[src/rtl/calendar_pkg.sv]
// Shared calendar constants, adjust-select encodings and BCD helpers.
// Leap-year detection exists only when CAL_LEAP_YEAR_EN is defined.
package calendar_pkg;

    typedef enum logic [1:0] {
        SEL_DAY  = 2'b00,
        SEL_MON  = 2'b01,
        SEL_YEAR = 2'b10,
        SEL_NONE = 2'b11
    } adj_sel_e;

    localparam logic [7:0] BCD_00 = 8'h00;
    localparam logic [7:0] BCD_01 = 8'h01;
    localparam logic [7:0] BCD_12 = 8'h12;
    localparam logic [7:0] BCD_28 = 8'h28;
    localparam logic [7:0] BCD_29 = 8'h29;
    localparam logic [7:0] BCD_30 = 8'h30;
    localparam logic [7:0] BCD_31 = 8'h31;
    localparam logic [7:0] BCD_99 = 8'h99;

    function automatic logic [7:0] bcd_inc(input logic [7:0] x);
        logic [7:0] r;
        if (x[3:0] == 4'h9) begin
            r = {x[7:4] + 4'h1, 4'h0};
        end else begin
            r = {x[7:4], x[3:0] + 4'h1};
        end
        return r;
    endfunction

    function automatic logic [7:0] bcd_dec(input logic [7:0] x);
        logic [7:0] r;
        if (x[3:0] == 4'h0) begin
            r = {x[7:4] - 4'h1, 4'h9};
        end else begin
            r = {x[7:4], x[3:0] - 4'h1};
        end
        return r;
    endfunction

`ifdef CAL_LEAP_YEAR_EN
    // Year mod 4 on a BCD year: even tens need units 0/4/8, odd tens need 2/6.
    function automatic logic is_leap(input logic [7:0] y);
        logic r;
        if (y[4] == 1'b0) begin
            r = (y[3:0] == 4'h0) || (y[3:0] == 4'h4) || (y[3:0] == 4'h8);
        end else begin
            r = (y[3:0] == 4'h2) || (y[3:0] == 4'h6);
        end
        return r;
    endfunction
`endif

endpackage

[src/rtl/month_len_lut.sv]
// Combinational month-length lookup: BCD month plus leap flag to BCD last day.
module month_len_lut
    import calendar_pkg::*;
(
    input  logic [7:0] mon,
    input  logic       leap,
    output logic [7:0] max_day
);

    // Month length table; unknown codes fall back to 31 so the day never overflows.
    always_comb begin
        max_day = BCD_31;
        case (mon)
            8'h02: begin
                if (leap) begin
                    max_day = BCD_29;
                end else begin
                    max_day = BCD_28;
                end
            end
            8'h04, 8'h06, 8'h09, 8'h11: max_day = BCD_30;
            default:                    max_day = BCD_31;
        endcase
    end

endmodule

[src/rtl/date_count.sv]
// BCD day/month/year counter (2000-2099) with field adjust and century carry.
// Define CAL_LEAP_YEAR_EN to give February 29 days in leap years.
module date_count
    import calendar_pkg::*;
#(
    parameter logic [7:0] PAR_DAY_INIT  = 8'h01,
    parameter logic [7:0] PAR_MON_INIT  = 8'h01,
    parameter logic [7:0] PAR_YEAR_INIT = 8'h00
) (
    input  logic       I_SYS_CLK,
    input  logic       I_EXT_RST,
    input  logic       I_ADJ_UP,
    input  logic       I_ADJ_DOWN,
    input  logic [1:0] I_ADJ_SEL,
    input  logic       I_TRIG_F,
    output logic       O_TRIG_F,
    output logic [7:0] O_DAY,
    output logic [7:0] O_MON,
    output logic [7:0] O_YEAR
);

    logic [7:0] day_r, mon_r, year_r;
    logic       trig_r;
    logic [7:0] day_n_s, mon_n_s, year_n_s;
    logic       trig_n_s;
    logic [7:0] cur_len_s, adj_len_s;
    logic [7:0] adj_mon_s, adj_year_s;
    logic       leap_s, adj_leap_s;
    adj_sel_e   sel_s;

    assign sel_s = adj_sel_e'(I_ADJ_SEL);

`ifdef CAL_LEAP_YEAR_EN
    assign leap_s     = is_leap(year_r);
    assign adj_leap_s = is_leap(adj_year_s);
`else
    assign leap_s     = 1'b0;
    assign adj_leap_s = 1'b0;
`endif

    month_len_lut u_cur_len (
        .mon     (mon_r),
        .leap    (leap_s),
        .max_day (cur_len_s)
    );

    month_len_lut u_adj_len (
        .mon     (adj_mon_s),
        .leap    (adj_leap_s),
        .max_day (adj_len_s)
    );

    // Month/year as they would be after this cycle's month or year adjust.
    always_comb begin
        adj_mon_s  = mon_r;
        adj_year_s = year_r;
        if (I_ADJ_UP) begin
            case (sel_s)
                SEL_MON:  adj_mon_s  = (mon_r == BCD_12) ? BCD_01 : bcd_inc(mon_r);
                SEL_YEAR: adj_year_s = (year_r == BCD_99) ? BCD_00 : bcd_inc(year_r);
                default: begin
                    adj_mon_s  = mon_r;
                    adj_year_s = year_r;
                end
            endcase
        end else if (I_ADJ_DOWN) begin
            case (sel_s)
                SEL_MON:  adj_mon_s  = (mon_r == BCD_01) ? BCD_12 : bcd_dec(mon_r);
                SEL_YEAR: adj_year_s = (year_r == BCD_00) ? BCD_99 : bcd_dec(year_r);
                default: begin
                    adj_mon_s  = mon_r;
                    adj_year_s = year_r;
                end
            endcase
        end else begin
            adj_mon_s  = mon_r;
            adj_year_s = year_r;
        end
    end

    // Next-state: adjust beats the day-advance pulse; SEL_NONE still blocks it.
    always_comb begin
        day_n_s  = day_r;
        mon_n_s  = mon_r;
        year_n_s = year_r;
        trig_n_s = 1'b0;
        if (I_ADJ_UP || I_ADJ_DOWN) begin
            case (sel_s)
                SEL_DAY: begin
                    if (I_ADJ_UP) begin
                        day_n_s = (day_r >= cur_len_s) ? BCD_01 : bcd_inc(day_r);
                    end else begin
                        day_n_s = (day_r <= BCD_01) ? cur_len_s : bcd_dec(day_r);
                    end
                end
                SEL_MON, SEL_YEAR: begin
                    mon_n_s  = adj_mon_s;
                    year_n_s = adj_year_s;
                    day_n_s  = (day_r > adj_len_s) ? adj_len_s : day_r;
                end
                SEL_NONE: day_n_s = day_r;
                default:  day_n_s = day_r;
            endcase
        end else if (I_TRIG_F) begin
            if (day_r < cur_len_s) begin
                day_n_s = bcd_inc(day_r);
            end else begin
                day_n_s = BCD_01;
                if (mon_r == BCD_12) begin
                    mon_n_s = BCD_01;
                    if (year_r == BCD_99) begin
                        year_n_s = BCD_00;
                        trig_n_s = 1'b1;
                    end else begin
                        year_n_s = bcd_inc(year_r);
                    end
                end else begin
                    mon_n_s = bcd_inc(mon_r);
                end
            end
        end else begin
            day_n_s = day_r;
        end
    end

    // State register with synchronous reset overriding every other input.
    always_ff @(posedge I_SYS_CLK) begin
        if (I_EXT_RST) begin
            day_r  <= PAR_DAY_INIT;
            mon_r  <= PAR_MON_INIT;
            year_r <= PAR_YEAR_INIT;
            trig_r <= 1'b0;
        end else begin
            day_r  <= day_n_s;
            mon_r  <= mon_n_s;
            year_r <= year_n_s;
            trig_r <= trig_n_s;
        end
    end

    assign O_DAY    = day_r;
    assign O_MON    = mon_r;
    assign O_YEAR   = year_r;
    assign O_TRIG_F = trig_r;

endmodule

[config.mk]
export PLATFORM = sky130hd
export DESIGN_NAME = date_count
export DESIGN_NICKNAME = d
export VERILOG_FILES = /design/src/rtl/calendar_pkg.sv /design/src/rtl/month_len_lut.sv /design/src/rtl/date_count.sv
export SDC_FILE = /design/constraint.sdc
export NUM_CORES = 1
export LEC_CHECK = 0
export CORE_MARGIN = 5
export CORE_UTILIZATION = 36
export DETAILED_ROUTE_END_ITERATION = 7
export PLACE_DENSITY = 0.62
export SYNTH_ARGS = -nofsm -noshare
export SYNTH_HDL_FRONTEND = slang
export SYNTH_HIERARCHICAL = 1
export SYNTH_SLANG_ARGS = --single-unit
[constraint.sdc]
create_clock -name I_SYS_CLK -period 12 [get_ports I_SYS_CLK]
set_input_delay 2.4 -clock I_SYS_CLK [delete_from_list [all_inputs] [get_ports I_SYS_CLK]]
set_output_delay 2.4 -clock I_SYS_CLK [all_outputs]
set_load 0.01 [all_outputs]
==> results.cfg, run 1 <==
[synth]
synth_top_area_share_pct = 14.7
synth-seq-cells = 25
synth_cells = 461
synthTopCellsByArea = dfxtp_1 (15%), ha_1 (12%), a21oi_1 (6.3%)
ys_types = 79
yosysTopAreaCell = dfxtp_1
synth_edf_count = 0
yosys_warnings = 6
synth_common_cells = a21oi_1 (43), nor2_1 (37), inv_1 (33)
syn_avg_cell_area_um2 = 7.38
ys_seq_area_share_pct = 14.7
synth-async-reset-ratio_pct = 0
synth_area_um2 = 3400
ys.flop_type = dfxtp_1
synth.most_common_cell = a21oi_1

[pwr]
total_leakage_power_nw = 1.37
swShare_pct = 44.5
power_density_nw_per_um2 = 90.4
pwr-share-comb_pct = 50.1
sequentialPowerShare_pct = 33.3
irDropWorstVdd_v = 0.0000435
intPower_mw = 0.187
clkPwrFrac_pct = 16.6
power.switching_mw = 0.150

[layout]
multi_input_area_um2 = 2580
synthToLayoutAreaGrowth_pct = 9.60
final_area_um2 = 3730
fillers = 980
drive_gt1_share_pct = 6.03
seq_area_um2 = 500
antenna_cells = 0
nets = 504
fin_util_pct = 40.4

[worst_hold_path]
holdPathStages = 2
hp-start = O_YEAR[7]$_SDFFE_PP0P_
min_to = O_YEAR[7]$_SDFFE_PP0P_
min_path_type = reg -> reg

[worst_setup_path]
cp-end-kind = flop
reg2regPathDepth = 17
startpoint_type = input port
cp.required_ns = 12.18
crit_path_max_fanout = 16
cpPeakStageDelay_ns = 0.53
critPathKind = in -> reg
ff2ff_setup_slack_ns = 7.75
r2r-start = O_MON[4]$_SDFFE_PP0P_
crit_arrival_ns = 6.54
slowest_stage = ha_1
path_cells = clkdlybuf4s50_1, ha_1, and4bb_2, nand2_1, or4_1, o32ai_1, a21o_1, nor3_2, nand4b_1, inv_1, inv_1, ha_1, a21oi_1, o21ai_0, a211o_1, a21o_1, and2_1, a211oi_1
worst_r2r_endpoint = O_DAY[5]$_SDFFE_PP0P_

[timing]
tightest_slew_ns = 1.14
period_share_pct = 53.0
finClkSkew_ns = 0.00471
finalHoldViolCount = 0
fmax_mhz = 157
relSlewSlack_pct = 23.5
layout_setup_ws_ns = 5.64
period_needed_ns = 6.36
drv_slew = 0
rsz0062_at_grt = false
setup_viol = 0
tns_ns = 0

[cts]
cts_buffer_depth = 2
clock-sinks = 25
cts_max_level = 1
hold_buffers = 0
cts_resized = 0
cts_tree = yes
clock_latency_ns = 0.28
cts_root_buffer = clkbuf_8
path_clk_slew_ns = 0.10
numCtsBuffers = 3
cts_setup_buffers = 0

[routing]
wl_met3_um = 536
wl_per_cell_um = 16.4
dr.max_layer_used = met4
met2_wirelength_mm = 4.62
ant_nets = 0
drc = 0
vias = 3423
first_pass_iters = 5
wl_met1_mm = 4.48
finalWirelength_mm = 9.74
vias_per_cell = 5.77
drt_iter0_markers = 318

[global_routing]
grt_pass1_vias = 3164
grt_antenna_before_repair = 0
grt_start_max_net_pins = 29
grt_use_total_pct = 16.5
grt-ovfl-total = 0
grt_pass1_wl_mm = 15.8

[place]
gp_congestion = 0.910
dp_hpwl_mm = 7.07
place_ws_ns = 5.38
port_buffers = 31
dpl_cell_area_um2 = 3680

[floorplan]
start_util_pct = 36.8
die_w_um = 107
die-height_um = 107
rows = 35
ios = 32
dieArea_um2 = 11500
core_um2 = 9240

[status]
status = finished clean

[job]
drv_cap = 0
## placed cells by master (no fill, tap or decap), drive strengths merged, types with 10 or more instances in the layout
cell	synthesis	routed
nor2b	10	10
nor3	17	17
nand3	17	17
conb	5	12
ha	32	32
inv	33	33
o21ai	22	22
clkdlybuf4s50	0	31
nand4	10	10
nand2	30	30
a211oi	13	13
nor2	38	38
dfxtp	25	25
a21oi	44	44
## area by class of cell
class,instances,share of cell area (%)
Timing Repair Buffer,31,8.32
Clock inverter,1,0.201
Tap cell,129,4.33
Multi-Input combinational cell,371,69.3
Clock buffer,3,1.11
Sequential cell,25,13.4
Inverter,33,3.32
## layer usage
metal	GRT usage, %	vias to the layer above
met2	28.1	128
li1	-	1696
met4	3.74	0
met3	2.35	10
met5	0	-
met1	22.0	1589
## power groups by stage
stage,sequential (mW),combinational (mW),clock [mW]
floorplan,0.107,0.129,0
finish,0.112,0.169,0.0561
global placement,0.113,0.164,0
detailed placement,0.113,0.166,0
CTS,0.111,0.167,0.0577
global route,0.114,0.186,0.0609
## metrics by stage
step	total power, mW	instances	hold WS, ns
after CTS	0.336	593	0.601
after global placement	0.277	589	0.566
after detailed placement	0.279	589	0.580
final	0.337	593	0.620
after floorplan	0.236	468	0.565
after global routing	0.361	593	0.656
## flip-flops by register name, summed over array words and instances (netlist names)
| signal | count |
|---|---|
| O_DAY | 8 |
| O_MON | 8 |
| O_TRIG_F | 1 |
| O_YEAR | 8 |
## logic make-up after synthesis
group	synth area share, %
other	0.552
xor gates and xnor gates	3.35
buffers and inverters	10.1
and+or+nand+nor	27.1
DFF	14.7
adders and majority gates	11.8
AOI/OAI and AO/OA	31.5
muxes	0.882
## critical path: cells and delay by family
kind            cells  cell delay [ns]
simple gates        6             1.29
buf+inv             3             0.64
compound gates      7             1.45
fa+ha+maj           2             0.76
## worst max path at each step
stage | start | to | slack (ns) | cells past startpoint
3_3_place_gp | I_ADJ_UP | O_DAY[4]$_SDFFE_PP0P_ | 5.46 | 13
2_1_floorplan | I_ADJ_SEL[1] | O_DAY[0]$_SDFFE_PP1P_ | 6.51 | 17
6_report | I_ADJ_SEL[0] | O_DAY[5]$_SDFFE_PP0P_ | 5.64 | 18
5_1_grt | I_ADJ_SEL[1] | O_DAY[2]$_SDFFE_PP0P_ | 5.24 | 19
4_1_cts | I_ADJ_SEL[1] | O_DAY[5]$_SDFFE_PP0P_ | 5.68 | 19
3_5_place_dp | I_ADJ_SEL[1] | O_DAY[6]$_SDFFE_PP0P_ | 5.38 | 19
Power figures use the tool's default switching activity.
==> run 2, diff against run 1 <==
--- a/config.mk
+++ b/config.mk
@@ -8,7 +8,7 @@
 export CORE_MARGIN = 5
 export CORE_UTILIZATION = 36
 export DETAILED_ROUTE_END_ITERATION = 7
-export PLACE_DENSITY = 0.62
+export PLACE_DENSITY = 0.64
 export SYNTH_ARGS = -nofsm -noshare
 export SYNTH_HDL_FRONTEND = slang
 export SYNTH_HIERARCHICAL = 1
==> constraint.sdc (replaced) <==
create_clock -name I_SYS_CLK -period 5.7 [get_ports I_SYS_CLK]
set_input_delay 1.14 -clock I_SYS_CLK [delete_from_list [all_inputs] [get_ports I_SYS_CLK]]
set_output_delay 1.14 -clock I_SYS_CLK [all_outputs]
set_load 0.01 [all_outputs]
==> results.cfg, run 2 (same netlist as run 1, synthesis figures left out) <==
[status]
status = finished clean

[routing]
wl_met3_um = 413
wl_met1_mm = 4.65
drt_iter0_markers = 317
ant_nets = 0
vias_per_cell = 5.87
vias = 3506
first_pass_iters = 4
drc = 0
wl_per_cell_um = 16.6
finalWirelength_mm = 9.89
dr.max_layer_used = met4
met2_wirelength_mm = 4.61

[layout]
synthToLayoutAreaGrowth_pct = 10.5
final_cell_mix = a21oi_1 (43), nor2_1 (37), inv_1 (33), ha_1 (32), clkdlybuf4s50_1 (31)
layout_commonest_cell = a21oi_1
nets = 508
final_cells = 597
final_area_um2 = 3760
drive_gt1_share_pct = 6.84
antenna_cells = 0

[timing]
finClkSkew_ns = 0.00311
period_share_pct = 90.5
setup_viol = 0
tns_ns = 0
fmax_mhz = 194
finalHoldViolCount = 0
relSlewSlack_pct = 21.4
period_needed_ns = 5.16
layout_setup_ws_ns = 0.543
tightest_slew_ns = 1.18
drv_slew = 0
rsz0062_at_grt = false

[place]
place_ws_ns = 0.330
port_buffers = 31
placed_cells = 593
dpl_cell_area_um2 = 3710
gp_congestion = 0.931
dp_hpwl_mm = 7.23

[global_routing]
grt-ovfl-total = 0
grt_antenna_before_repair = 0
grt_pass1_wl_mm = 16.4
grt_pass1_vias = 3337
grt_start_max_net_pins = 29
grt_use_total_pct = 17.1

[cts]
cts_max_level = 1
numCtsBuffers = 3
hold_buffers = 0
cts_buffer_depth = 2
cts_root_buffer = clkbuf_8
cts_resized = 0
path_clk_slew_ns = 0.12
cts_tree = yes
clock_latency_ns = 0.29
cts_setup_buffers = 0
clock-sinks = 25

[pwr]
irDropWorstVdd_v = 0.000113
total_leakage_power_nw = 1.39
intPower_mw = 0.396
pwr-share-comb_pct = 49.6
power.switching_mw = 0.324
sequentialPowerShare_pct = 32.6
power_density_nw_per_um2 = 192
clkPwrFrac_pct = 17.7
swShare_pct = 45.0

[job]
drv_cap = 0

[worst_setup_path]
cp-end-kind = flop
crit_arrival_ns = 5.34
crit_path_max_fanout = 16
crit_start = I_ADJ_SEL[1]
cp.required_ns = 5.89
r2r-start = O_MON[4]$_SDFFE_PP0P_
startpoint_type = input port
critPathKind = in -> reg

[floorplan]
rows = 35
start_util_pct = 36.8
die-height_um = 107
ios = 32
die_w_um = 107
dieArea_um2 = 11500
core_um2 = 9240

[worst_hold_path]
hp-start = O_YEAR[7]$_SDFFE_PP0P_
min_path_type = reg -> reg
## run 2: changes by cell type in the layout (fill, tap and decap cells not counted), sizes merged
cell,delta
buf,+4
## run 2: worst paths after layout
path                       endpoint  slack [ns]  cells after the start
min          O_YEAR[7]$_SDFFE_PP0P_        0.61                      2
max           O_DAY[5]$_SDFFE_PP0P_        0.54                     18
max reg2reg   O_DAY[5]$_SDFFE_PP0P_        1.42                     17
min reg2reg  O_YEAR[7]$_SDFFE_PP0P_        0.61                      2
## run 2: layer usage
layer | vias to the layer above | GRT usage [%]
li1 | 1704 | -
met1 | 1663 | 23.3
met2 | 121 | 28.0
met3 | 18 | 1.75
met4 | 0 | 5.57
met5 | - | 0
## run 2: area by class of cell
class                      instances  area (um^2)
fill                             965         5480
multi-input combinational        371         2580
sequential                        25          500
timing repair buffer              35          340
tap                              129          161
inverter                          33          124
clock buffer                       3         41.3
clock inverter                     1         7.51
## run 2: power groups by stage
stage | Combinational (mW) | Clock [mW] | Sequential [mW]
global placement | 0.348 | 0 | 0.238
floorplan | 0.271 | 0 | 0.225
CTS | 0.355 | 0.127 | 0.235
global route | 0.398 | 0.132 | 0.240
detailed placement | 0.353 | 0 | 0.239
finish | 0.358 | 0.128 | 0.235
## run 2: stage by stage
step / utilization [%] / total power [mW] / hold slack, ns
final: 40.7 / 0.720 / 0.607
after global routing: 40.7 / 0.770 / 0.664
after CTS: 40.7 / 0.716 / 0.596
after detailed placement: 40.2 / 0.591 / 0.577
after global placement: 40.2 / 0.586 / 0.563
after floorplan: - / 0.496 / 0.565
## run 2: worst max-delay path: stages
cell and delay [ns]:
clkdlybuf4s50_1 0.52, inv_1 0.08, ha_1 0.39, and3_1 0.30
a31o_2 0.30, o32ai_1 0.35, a211oi_2 0.11, nor3_1 0.28
nand4b_1 0.18, inv_1 0.11, inv_1 0.05, ha_1 0.28
a21oi_1 0.16, o21ai_0 0.09, a211o_1 0.26, a21o_1 0.28
and2_1 0.22, a211oi_1 0.25
